[src/rtl/baccarat_pkg.sv]
// Shared card/score types and constants for the baccarat hand scoring logic.
package baccarat_pkg;

  typedef logic [3:0] card_t;
  typedef logic [3:0] score_t;

  localparam card_t  CARD_ACE    = 4'd1;
  localparam card_t  CARD_TEN    = 4'd10;
  localparam card_t  CARD_KING   = 4'd13;
  localparam score_t SCORE_MOD   = 4'd10;
  localparam score_t NATURAL_MIN = 4'd8;

endpackage

[src/rtl/card_value.sv]
// Maps a card rank code to its baccarat point value and flags illegal codes.
import baccarat_pkg::*;

module card_value (
  input  card_t  card,
  output score_t value,
  output logic   legal
);

  always_comb begin
    value = '0;
    legal = 1'b0;
    if (card >= CARD_ACE && card < CARD_TEN) begin
      value = card;
      legal = 1'b1;
    end else if (card >= CARD_TEN && card <= CARD_KING) begin
      // Tens and court cards count as zero.
      legal = 1'b1;
    end
  end

endmodule

[src/rtl/hand_score_acc.sv]
// Accumulates mod-10 baccarat scores card by card for N_HANDS independent hands.
//   state   | meaning
//   EMPTY   | count == 0
//   PARTIAL | 0 < count < MAX_CARDS
//   FULL    | count == MAX_CARDS, further cards rejected until clear/reset
import baccarat_pkg::*;

module hand_score_acc #(
  parameter int N_HANDS   = 2,
  parameter int MAX_CARDS = 3,
  parameter int CNT_W     = $clog2(MAX_CARDS + 1),
  parameter int HAND_W    = (N_HANDS > 1) ? $clog2(N_HANDS) : 1
) (
  input  logic                     slow_clock,
  input  logic                     reset,
  input  logic                     clear,
  input  logic                     card_valid,
  input  logic [HAND_W-1:0]        card_hand,
  input  card_t                    card,
  output logic                     card_ready,
  output logic [N_HANDS*4-1:0]     score,
  output logic [N_HANDS*CNT_W-1:0] count,
  output logic [N_HANDS-1:0]       natural,
  output logic [N_HANDS-1:0]       full,
  output logic                     err
);

  localparam logic [CNT_W-1:0]  MAX_CNT   = CNT_W'(MAX_CARDS);
  localparam logic [CNT_W-1:0]  TWO_CNT   = CNT_W'(2);
  localparam logic [HAND_W:0]   N_HANDS_W = (HAND_W + 1)'(N_HANDS);

  score_t           score_r [N_HANDS];
  logic [CNT_W-1:0] count_r [N_HANDS];

  score_t     val;
  logic       legal;
  logic       accept;
  logic       hand_ok;
  logic       room_ok;
  logic [4:0] sum;
  score_t     next_score;

  card_value u_card_value (
    .card  (card),
    .value (val),
    .legal (legal)
  );

  assign card_ready = !clear && !reset;
  assign accept     = card_valid && card_ready;
  assign hand_ok    = {1'b0, card_hand} < N_HANDS_W;

  always_comb begin
    room_ok    = 1'b0;
    sum        = '0;
    next_score = '0;
    if (hand_ok) begin
      room_ok    = count_r[card_hand] < MAX_CNT;
      sum        = {1'b0, score_r[card_hand]} + {1'b0, val};
      // Max sum is 18, so a single conditional subtraction suffices.
      next_score = (sum >= {1'b0, SCORE_MOD}) ? 4'(sum - {1'b0, SCORE_MOD}) : sum[3:0];
    end
  end

  always_ff @(posedge slow_clock) begin
    if (reset || clear) begin
      for (int i = 0; i < N_HANDS; i++) begin
        score_r[i] <= '0;
        count_r[i] <= '0;
      end
      err <= 1'b0;
    end else begin
      err <= 1'b0;
      if (accept) begin
        if (legal && hand_ok && room_ok) begin
          score_r[card_hand] <= next_score;
          count_r[card_hand] <= count_r[card_hand] + 1'b1;
        end else begin
          err <= 1'b1;
        end
      end
    end
  end

  for (genvar i = 0; i < N_HANDS; i++) begin : g_hand
    assign score[4*i +: 4]         = score_r[i];
    assign count[CNT_W*i +: CNT_W] = count_r[i];
    assign natural[i]              = (count_r[i] == TWO_CNT) && (score_r[i] >= NATURAL_MIN);
    assign full[i]                 = (count_r[i] == MAX_CNT);
  end

endmodule

[config.mk]
export PLATFORM = sky130hd
export DESIGN_NAME = hand_score_acc
export DESIGN_NICKNAME = d
export VERILOG_FILES = /design/src/rtl/baccarat_pkg.sv /design/src/rtl/card_value.sv /design/src/rtl/hand_score_acc.sv
export SDC_FILE = /design/constraint.sdc
export NUM_CORES = 1
export LEC_CHECK = 0
export CAP_MARGIN = 40
export CORE_UTILIZATION = 49
export DETAILED_ROUTE_END_ITERATION = 10
export PLACE_DENSITY = 0.8
export SYNTH_ARGS = -nofsm -noshare
export SYNTH_HDL_FRONTEND = slang
export SYNTH_HIERARCHICAL = 1
export SYNTH_SLANG_ARGS = --single-unit
[constraint.sdc]
create_clock -name slow_clock -period 9 [get_ports slow_clock]
set_clock_uncertainty 0.2 [all_clocks]
set_input_delay 1.8 -clock slow_clock [delete_from_list [all_inputs] [get_ports slow_clock]]
set_output_delay 1.8 -clock slow_clock [all_outputs]
set_load 0.02 [all_outputs]
* Yosys cells after proc, flatten, opt, wreduce, memory -nomap -nowiden
Memories as Yosys holds them, arrays and structs flattened.
Cells that the tools add are included.
** Cells by class
- Add/sub/neg operators :: 3
- Order comparisons :: 8
- Equal/unequal tests :: 4
- Mux-type cells :: 17
- Bitwise operators :: 1
- Reductions and logical operators :: 13
** Operators with widths (count)
- 2-to-1 mux 1 bit :: 13
- >= comparator 4 bit (second input constant) :: 3
- 2-to-1 mux 4 bit :: 3
- == test 2 bit (second input constant) :: 4
- logical AND 1 bit :: 7
- adder 4 x 4 -> 5 bit :: 1
- >= comparator 5 x 4 -> 1 bit (second input constant) :: 1
- >= comparator 4 x 1 -> 1 bit (second input constant) :: 1
- less-or-equal comparator 4 bit (second input constant) :: 1
- less-than comparator 4 bit (second input constant) :: 1
- OR reduction 2 bit :: 2
- OR reduction 4 bit :: 1
- subtractor 4 bit (second input constant) :: 1
- adder 2 x 1 -> 2 bit (second input constant) :: 1
- logical NOT 1 bit :: 2
- less-than comparator 2 bit (second input constant) :: 1
- 2-to-1 mux 2 bit :: 1
- logical OR 1 bit :: 1
- inverter 1 bit :: 1
** Word-level totals
- Flip-flop bits (word level) :: 1
- Bits in writable memories :: 12
- Input bits :: 9
- Output and inout port bits :: 18
- Memories :: 2
** Memories
- score_r :: depth 2, width 4, rd ports 3, clocked after memory_dff 0, write ports 2, line hand_score_acc.sv:32 : score_t score_r [N_HANDS];
- count_r :: depth 2, width 2, rd ports 3, clocked after memory_dff 0, write ports 2, line hand_score_acc.sv:33 : logic [CNT_W-1:0] count_r [N_HANDS];

* Depth between registers and ports, before layout
Gate-level depths: netlist of run 1.
- Word-level depth :: 11
- Mapped depth :: 11
- Gate-level depth less buffers :: 11

* Modules after synthesis
The synthesis of run 1 kept the hierarchy.
** By module, submodules not included
- hand_score_acc :: instances 1, cells an instance 77, area each 823.3 µm², seq. area each 380.4 µm²
- card_value :: instances 1, cells an instance 7, area each 45.0 µm², seq. area each 0.0 µm²

* Worst setup path after synthesis of run 1
Ideal clock, no wire load.
- Path kind :: input -> register
- From :: input card_hand
- To :: memory score_r[0][1] in the netlist's numbering (data pin)
- Library setup time :: 265 ps
- Data arrival time :: 4109 ps
- Data required time :: 8535 ps
- Setup slack :: 4426 ps
- Stages on the path :: 11
- Buffers on the path :: 1
- Path through :: clkbuf_1 -> mux2_2 -> ha_1 -> fa_1 -> xor2_1 -> inv_1 -> ha_1 -> o31a_1 -> o21a_1 -> o21ai_0 -> a21oi_1
** RTL lines
- start: declaration :: line hand_score_acc.sv:18 : input logic [HAND_W-1:0] card_hand,
- end: declaration :: line hand_score_acc.sv:32

* Worst setup path in the final report of run 1
- From :: input reset
- To :: output card_ready
** On the way
- Cells in the longest elaborated chain, start to end :: 2
** Ends and longest elaborated chain
- start: declaration :: line hand_score_acc.sv:15 : input logic reset,
- logical NOT 1 bit :: line hand_score_acc.sv:49 : assign card_ready = !clear && !reset;
- logical AND 1 bit :: line hand_score_acc.sv:49
- end: declaration :: line hand_score_acc.sv:20 : output logic card_ready,
No other way between the ends.

==> out/qor.yml, run 1 <==
synth:
  synth-compound-area-share: 0.1153
  syn_area_sq_um: 868.3
  synth_top_family_by_area: "simple AND/OR/NAND/NOR gates"
  async_flop_share: 0
  ys_dominant_reg_cell: "edfxtp_1"
  synth_adder_area_share: 0.1095
  synthCells: 84
  ys_seq_area_frac: 0.4380
  synthXorXnorAreaFrac: 0.01009
  syn_nets: 100
  synthDistinctLibCells: 28
  yosys_warnings: 6
  synth_mux_area_frac: 0.1124
  synth-seq-cells: 13
  synth_edf_count: 12
  syn_avg_cell_area_sq_um: 10.34
  yosys.area_share.simple: 0.1931
timing:
  hold_viol: 0
  slew_violations: 0
  setup_viol: 0
  period_minus_slack_ns: 5.218
  max_slew.worst_pin.slew_ns: 0.4404
  relSlewSlack: 0.7064
  setup_ws_ns: 3.782
  tns_ns: 0
  rsz0062_at_grt: "no"
  fin_crit_sh: 0.5798
  fmaxAchievable_mhz: 191.6
floorplanning:
  core.rowCount: 14
  core_sq_um: 1577
  start_util: 0.5508
  die_h_um: 44.10
  die-area_sq_um: 1944
  die_width_um: 44.10
  num_io_pins: 27
cts:
  clk_path_buf_depth: 2
  htree_levels: 1
  hold_buffers: 0
  insertion_delay_ns: 0.27
  path_clk_slew_ns: 0.08
  cts_tree: "yes"
  ctsResizeCount: 0
  cts_buffers: 3
  clkSinkCount: 13
  cts_setup_buffers: 0
  cts_root_buf: "clkbuf_4"
drt:
  wirelength_um: 1982
  drtPass1Iterations: 7
  vias: 712
  vias_per_cell: 5.519
  ant_nets: 0
  drt_iter0_drc: 27
  drcViolationCount: 3
  wl_per_cell_um: 15.36
worst_setup_path:
  cp_common_cell: "clkdlybuf4s50_1"
  crit_path_cell_trace: "clkdlybuf4s50_1 > nor2_1 > clkdlybuf4s50_1"
  cp_data_arrival_time_ns: 3.22
  critical_path_class: "input pin to primary output"
  reg2regPathDepth: 10
  cp.depth: 3
  crit_slowest_cell: "clkdlybuf4s50_1"
  r2r_start: "score_r[0][0]"
  endpoint_kind: "primary output"
  reg2reg_to: "score_r[0][1]"
  reg2reg_slack_ns: 5.90
  path_max_fanout: 6
  cp.required_ns: 7.00
  max_stage_delay_ns: 0.69
  path_buf_inv: 2
  critPathLaunch: "reset"
  crit_path_start_kind: "input pin"
  crit_end: "card_ready"
  crit_family: "buffers and inverters"
finish:
  area_growth_pct: 34.87
  final_cell_mix: "clkdlybuf4s50_1, nor2_1, edfxtp_1"
  drive_above_1_share: 0.07965
  layout_commonest_cell: "clkdlybuf4s50_1"
  diodes: 0
  layout.nets: 130
global_routing:
  grt_max_degree: 9
  antenna_found_initial: 0
  overflow: 0
  grt.total_usage: 0.2444
  grt_pass1_wl_um: 3360
  grt_pass1_vias: 725
power_and_ir_drop:
  power.share.clock: 0.226
  p_switching_mw: 0.04673
  sw_frac_of_total: 0.3008
  internal_power_mw: 0.1086
  p_comb_frac: 0.311
  ir_worst_vdd_mv: 0.08379
  leakage_nw: 0.5040
  seq_power_share: 0.463
  p_per_area_nw_per_um2: 132.6
placement:
  gp_congestion: 0.7788
  dp_hpwl_um: 1619
  pre_cts_ws_ns: 3.725
  io_buffers: 26
status:
  outcome: "finished with violations"
  violations: "design-rule violations"
min_path:
  hold_start: "count_r[1][0]"
  hold_path_class: "flop to flop"
flow_run:
  maxCapViolCount: 0
[how the worst min path moves through the flow]
stage                          to  slack (ns)  depth (start not counted)
floorplan           count_r[1][0]        0.52                          1
global placement    count_r[1][0]        0.42                          1
detailed placement  count_r[1][0]        0.44                          1
CTS                 count_r[1][0]        0.45                          1
global route        count_r[1][0]        0.47                          1
finish              count_r[1][0]        0.44                          1
[logic make-up (layout without fill, tap and decap cells)]
family | count (synthesis) | count (layout)
muxes | 9 | 9
buffers and inverters | 5 | 34
AOI/OAI and AO/OA | 16 | 16
adders and majority gates | 7 | 7
xor gates and xnor gates | 1 | 1
and+or+nand+nor | 33 | 33
DFF | 13 | 13
[cells in the mapped netlist (all sizes together), types with 2 or more instances]
cell type | count | share of area
o21a | 2 | 0.017
nor2 | 13 | 0.056
and2 | 3 | 0.022
nand2 | 5 | 0.022
a211oi | 3 | 0.026
nor2b | 3 | 0.022
mux2 | 6 | 0.078
o21ai | 4 | 0.023
and2b | 3 | 0.026
mux2i | 3 | 0.035
edfxtp | 12 | 0.41
ha | 6 | 0.086
a21oi | 4 | 0.023
inv | 4 | 0.017
[registers in the layout, indices dropped and copies added, names as in the netlist]
register / cells
score_r: 8
err: 1
count_r: 4
[metal layers]
metal | GRT usage | wire, um | vias up
li1 | - | - | 362
met1 | 0.3271 | 902 | 325
met2 | 0.3971 | 977 | 23
met3 | 0.04490 | 86 | 2
met4 | 0.09091 | 17 | 0
met5 | 0 | 0 | -
[power groups by stage]
| stage | sequential, mW | combinational, mW | clock (mW) |
|---|---|---|---|
| floorplan | 0.0770 | 0.0260 | 0 |
| global placement | 0.0733 | 0.0463 | 0 |
| detailed placement | 0.0734 | 0.0482 | 0 |
| CTS | 0.0721 | 0.0485 | 0.0356 |
| global route | 0.0725 | 0.0532 | 0.0390 |
| finish | 0.0720 | 0.0483 | 0.0350 |
[final cells by class]
type	instances	area (sq um)
multi-input cells	66	469.2
well taps	16	20.02
fillers	127	405.4
flip-flops and latches	13	380.4
inverters	4	15.01
clock buffers	4	26.28
repair buffers	26	260.3
[per-stage QoR]
step	std cells	power, mW	area [sq um]	util	hold slack (ns)
floorplan	84	0.1031	868.3	-	0.5223
global placement	125	0.1196	1145	0.7262	0.4165
detailed placement	125	0.1217	1145	0.7262	0.4402
CTS	129	0.1561	1171	0.7429	0.4512
global route	129	0.1647	1171	0.7429	0.4719
finish	129	0.1553	1171	0.7429	0.4417
(Power assumes the default switching activity.)
==> run 2: changes to the inputs <==
CORE_UTILIZATION = 45   (was 49)
PLACE_DENSITY = 0.75   (was 0.8)
clock period = 4.96 ns   (was 9 ns; I/O delays follow)
==> out/qor.yml, run 2 (synthesis results as in run 1) <==
status:
  outcome: "completed"
worst_setup_path:
  reg2reg_slack_ns: 1.92  # -3.98 ns
  endpoint_kind: "flop"
  cp_data_arrival_time_ns: 3.93  # +0.71 ns
  critical_path_class: "input pin to flop"
  cp.required_ns: 4.77  # -2.23 ns
  r2r_start: "score_r[0][0]"
  reg2reg_to: "score_r[0][1]"
  reg2regPathDepth: 10  # unchanged
  path_max_fanout: 8  # +2
  crit_path_start_kind: "input pin"
drt:
  ant_nets: 0  # unchanged
  drtPass1Iterations: 4  # -3
  drt_iter0_drc: 5  # -81%
  vias: 719  # +0.98%
  drcViolationCount: 0  # -3
  wl_per_cell_um: 12.93  # -16%
  vias_per_cell: 5.210  # -5.6%
  wirelength_um: 1785  # -9.9%
timing:
  fmaxAchievable_mhz: 242.3
  hold_viol: 0  # unchanged
  relSlewSlack: 0.7165  # +0.01012
  period_minus_slack_ns: 4.126
  rsz0062_at_grt: "no"
  setup_viol: 0  # unchanged
  setup_ws_ns: 0.8336  # -2.948 ns
  tns_ns: 0  # unchanged
  fin_crit_sh: 0.8319
  slew_violations: 0  # unchanged
  max_slew.worst_pin.slew_ns: 0.4253  # -0.01518 ns
finish:
  final_cell_mix: "clkdlybuf4s50_1, nor2_1, edfxtp_1"
  largest_register: "score_r"
  diodes: 0  # unchanged
  design_area_sq_um: 1182  # +0.96%
  layout.nets: 130  # unchanged
  drive_above_1_share: 0.07965  # unchanged
  fillCellCount: 164  # +29%
  top_regs: "score_r x8, count_r x4, err x1"
  largest_reg_flops: 8  # unchanged
  layout_commonest_cell: "clkdlybuf4s50_1"
  area_growth_pct: 36.17
cts:
  cts_root_buf: "clkbuf_4"
  insertion_delay_ns: 0.27  # about the same
  cts_setup_buffers: 0  # unchanged
  cts_buffers: 3  # unchanged
  clk_path_buf_depth: 2  # unchanged
  clkSinkCount: 13  # unchanged
  path_clk_slew_ns: 0.08  # about the same
  htree_levels: 1  # unchanged
  hold_buffers: 0  # unchanged
  cts_tree: "yes"
  ctsResizeCount: 0  # unchanged
power_and_ir_drop:
  leakage_nw: 0.5040  # unchanged
  p_per_area_nw_per_um2: 236.2  # +78%
  ir_worst_vdd_mv: 0.1911  # +130%
  p_total_mw: 0.2793  # +80%
min_path:
  hold_path_class: "flop to flop"
  min_path_cells: 1  # unchanged
  hold_start: "count_r[1][0]"
  min_to: "count_r[1][0]"
global_routing:
  grt_max_degree: 9  # unchanged
  grt_pass1_vias: 645  # -11%
  overflow: 0  # unchanged
  grt_pass1_wl_um: 3029  # -9.9%
  antenna_found_initial: 0  # unchanged
  grt.total_usage: 0.2097  # -0.03464
placement:
  io_buffers: 26  # unchanged
  pre_cts_ws_ns: 0.5777  # -3.147 ns
  placed_cell_area_sq_um: 1156  # +0.98%
  gp_congestion: 0.7210  # -7.4%
  dp_hpwl_um: 1495  # -7.7%
floorplanning:
  num_io_pins: 27  # unchanged
  die_width_um: 45.93  # +4.2%
  die_h_um: 45.93  # +4.2%
  start_util: 0.4922  # -0.05860
  core_sq_um: 1764  # +12%
  core.rowCount: 15  # +1
  die-area_sq_um: 2109  # +8.5%
flow_run:
  maxCapViolCount: 0  # unchanged
run 2: cell counts in the layout (fill, tap and decap cells not counted):
No cell type changed its count.
run 2: worst max path at each step:
stage / startpoint / end / slack [ns] / cells past startpoint
floorplan: card_hand / score_r[0][1] / 1.19 / 11
global placement: card_hand / score_r[0][1] / 0.68 / 11
detailed placement: card_hand / score_r[0][1] / 0.58 / 11
CTS: card_hand / score_r[0][1] / 0.86 / 11
global route: card_hand / score_r[0][1] / 0.63 / 11
finish: card_hand / score_r[0][1] / 0.83 / 11
run 2: area by class of cell:
type / instances / area, sq um / area share
Inverter: 4 / 15.01 / 0.01270
Sequential cell: 13 / 380.4 / 0.3217
Clock buffer: 4 / 26.28 / 0.02222
Tap cell: 25 / 31.28 / 0.02646
Multi-Input combinational cell: 66 / 469.2 / 0.3968
Timing Repair Buffer: 26 / 260.3 / 0.2201
run 2: per-stage QoR:
step                      utilization  hold WS, ns  std cells
after floorplan                     -       0.5223         84
after global placement         0.6553       0.4199        134
after detailed placement       0.6553       0.4264        134
after CTS                      0.6702       0.4373        138
after global routing           0.6702       0.4685        138
final                          0.6702       0.4316        138
run 2: worst max-delay path, stage by stage:
cell and delay, ns:
clkdlybuf4s50_1 0.66, mux2_2 0.39, ha_1 0.21, fa_1 0.40, xor2_1 0.28, inv_1 0.08
ha_1 0.25, o31a_1 0.15, o21a_1 0.20, o21ai_0 0.21, a21oi_1 0.10
run 2: per-layer routing:
| metal | routed length (um) | vias up | global-route usage |
|---|---|---|---|
| met5 | 0 | - | 0 |
| met4 | 0 | 0 | 0.03529 |
| met3 | 78 | 0 | 0.06746 |
| met2 | 856 | 20 | 0.3155 |
| met1 | 849 | 335 | 0.2982 |
| li1 | - | 364 | - |
run 2: power breakdown:
group	switching (mW)	internal (mW)
Sequential	0.00446	0.126
Combinational	0.0463	0.0399
Clock	0.0315	0.0311
==> run 3: changes to the inputs <==
clock period = 3.86 ns   (was 4.96 ns; I/O delays follow)
==> out/qor.yml, run 3 (synthesis results as in run 1) <==
status:
  outcome: "completed"
min_path:
  hold_path_class: "flop to flop"
finish:
  area_growth_pct: 42.22
  final_cell_mix: "clkdlybuf4s50_1, nor2_1, edfxtp_1"
  fillCellCount: 154  # -6.1%
  design_area_sq_um: 1235  # +4.4%
  layout.nets: 137  # +5.4%
  drive_above_1_share: 0.1333  # +0.05369
  layout_commonest_cell: "clkdlybuf4s50_1"
  fin_cells: 145  # +5.1%
  largest_register: "score_r"
  diodes: 0  # unchanged
  top_regs: "score_r x8, count_r x4, err x1"
  largest_reg_flops: 8  # unchanged
flow_run:
  maxCapViolCount: 0  # unchanged
placement:
  gp_congestion: 0.7383  # +2.4%
  placed_cell_area_sq_um: 1209  # +4.5%
  io_buffers: 26  # unchanged
  pre_cts_ws_ns: -0.001124  # -0.5788 ns
  dp_hpwl_um: 1629  # +9.0%
  dp.cells: 141  # +5.2%
floorplanning:
  num_io_pins: 27  # unchanged
  start_util: 0.4922  # unchanged
  core.rowCount: 15  # unchanged
  core_sq_um: 1764  # unchanged
  die-area_sq_um: 2109  # unchanged
  die_width_um: 45.93  # unchanged
  die_h_um: 45.93  # unchanged
drt:
  drcViolationCount: 0  # unchanged
  drtPass1Iterations: 4  # unchanged
  wl_per_cell_um: 13.85  # +7.1%
  vias_per_cell: 5.303  # +1.8%
  wirelength_um: 2008  # +12%
  drt_iter0_drc: 16  # +11
  ant_nets: 0  # unchanged
  vias: 769  # +7.0%
timing:
  fin_crit_sh: 0.9279
  slew_violations: 0  # unchanged
  relSlewSlack: 0.6924  # -0.02409
  setup_viol: 0  # unchanged
  max_slew.worst_pin.slew_ns: 0.4586  # +0.03337 ns
  rsz0062_at_grt: "no"
  setup_ws_ns: 0.2784  # -0.5552 ns
  hold_viol: 0  # unchanged
  whs_ns: 0.4263  # -0.005327 ns
  fmaxAchievable_mhz: 279.2
  period_minus_slack_ns: 3.582
cts:
  clkSinkCount: 13  # unchanged
  htree_levels: 1  # unchanged
  ctsResizeCount: 0  # unchanged
  path_clk_slew_ns: 0.07  # about the same
  cts_setup_buffers: 0  # unchanged
  cts_root_buf: "clkbuf_4"
  clk_path_buf_depth: 2  # unchanged
  cts_tree: "yes"
  cts_buffers: 3  # unchanged
  insertion_delay_ns: 0.27  # about the same
  hold_buffers: 0  # unchanged
global_routing:
  grt_max_degree: 8  # -1
  overflow: 0  # unchanged
  grt_pass1_vias: 677  # +5.0%
  grt.total_usage: 0.2234  # +0.01367
  grt_pass1_wl_um: 3153  # +4.1%
  antenna_found_initial: 0  # unchanged
worst_setup_path:
  crit_path_start_kind: "input pin"
  critical_path_class: "input pin to flop"
  endpoint_kind: "flop"
  cp_data_arrival_time_ns: 3.40  # -0.53 ns
  cp.required_ns: 3.68  # -1.09 ns
  path_max_fanout: 7  # -1
power_and_ir_drop:
  leakage_nw: 0.5373  # +6.6%
  p_per_area_nw_per_um2: 301.4  # +28%
  p_total_mw: 0.3723  # +33%
  ir_worst_vdd_mv: 0.2377  # +24%
run 3: changes by cell type in the layout (fill, tap and decap cells not counted), sizes merged:
cell | before | now
buf | 0 | 7
run 3: final cells by class:
class	instances	area [sq um]	share of cell area
clock buffer	4	26.28	0.02128
sequential	13	380.4	0.3080
tap	25	31.28	0.02533
multi-input combinational	66	469.2	0.3799
inverter	4	15.01	0.01216
timing repair buffer	33	312.8	0.2533
run 3: final timing paths:
path / from / end / slack [ns] / depth (start not counted)
max reg2reg: score_r[0][0] / score_r[0][1] / 0.94 / 10
max: card_hand / score_r[0][1] / 0.28 / 11
min: count_r[1][0] / count_r[1][0] / 0.43 / 1
min reg2reg: count_r[1][0] / count_r[1][0] / 0.43 / 1
run 3: worst max-delay path: stages:
cell             delay (ns)
clkdlybuf4s50_1        0.48
buf_4                  0.16
mux2_2                 0.37
fa_1                   0.44
xor2_1                 0.21
inv_1                  0.06
ha_1                   0.21
o31a_1                 0.15
o21a_1                 0.21
o21ai_0                0.22
a21oi_1                0.11
run 3: layer usage:
| metal | up-vias | share of wire | GRT usage |
|---|---|---|---|
| li1 | 380 | - | - |
| met1 | 347 | 0.43 | 0.2943 |
| met2 | 33 | 0.48 | 0.3465 |
| met5 | - | 0 | 0 |
| met4 | 0 | 0.031 | 0.08824 |
| met3 | 9 | 0.056 | 0.05952 |
run 3: metrics by stage:
step / util / setup TNS [ns]
CTS: 0.7000 / 0
floorplan: - / 0
detailed placement: 0.6851 / -0.002170
global placement: 0.6851 / 0
global route: 0.7000 / 0
finish: 0.7000 / 0
run 3: power breakdown:
| part | total (mW) | switching (mW) | internal, mW |
|---|---|---|---|
| logic | 0.122 | 0.0628 | 0.0588 |
| clock network | 0.0827 | 0.0426 | 0.0401 |
| registers | 0.168 | 0.00610 | 0.162 |
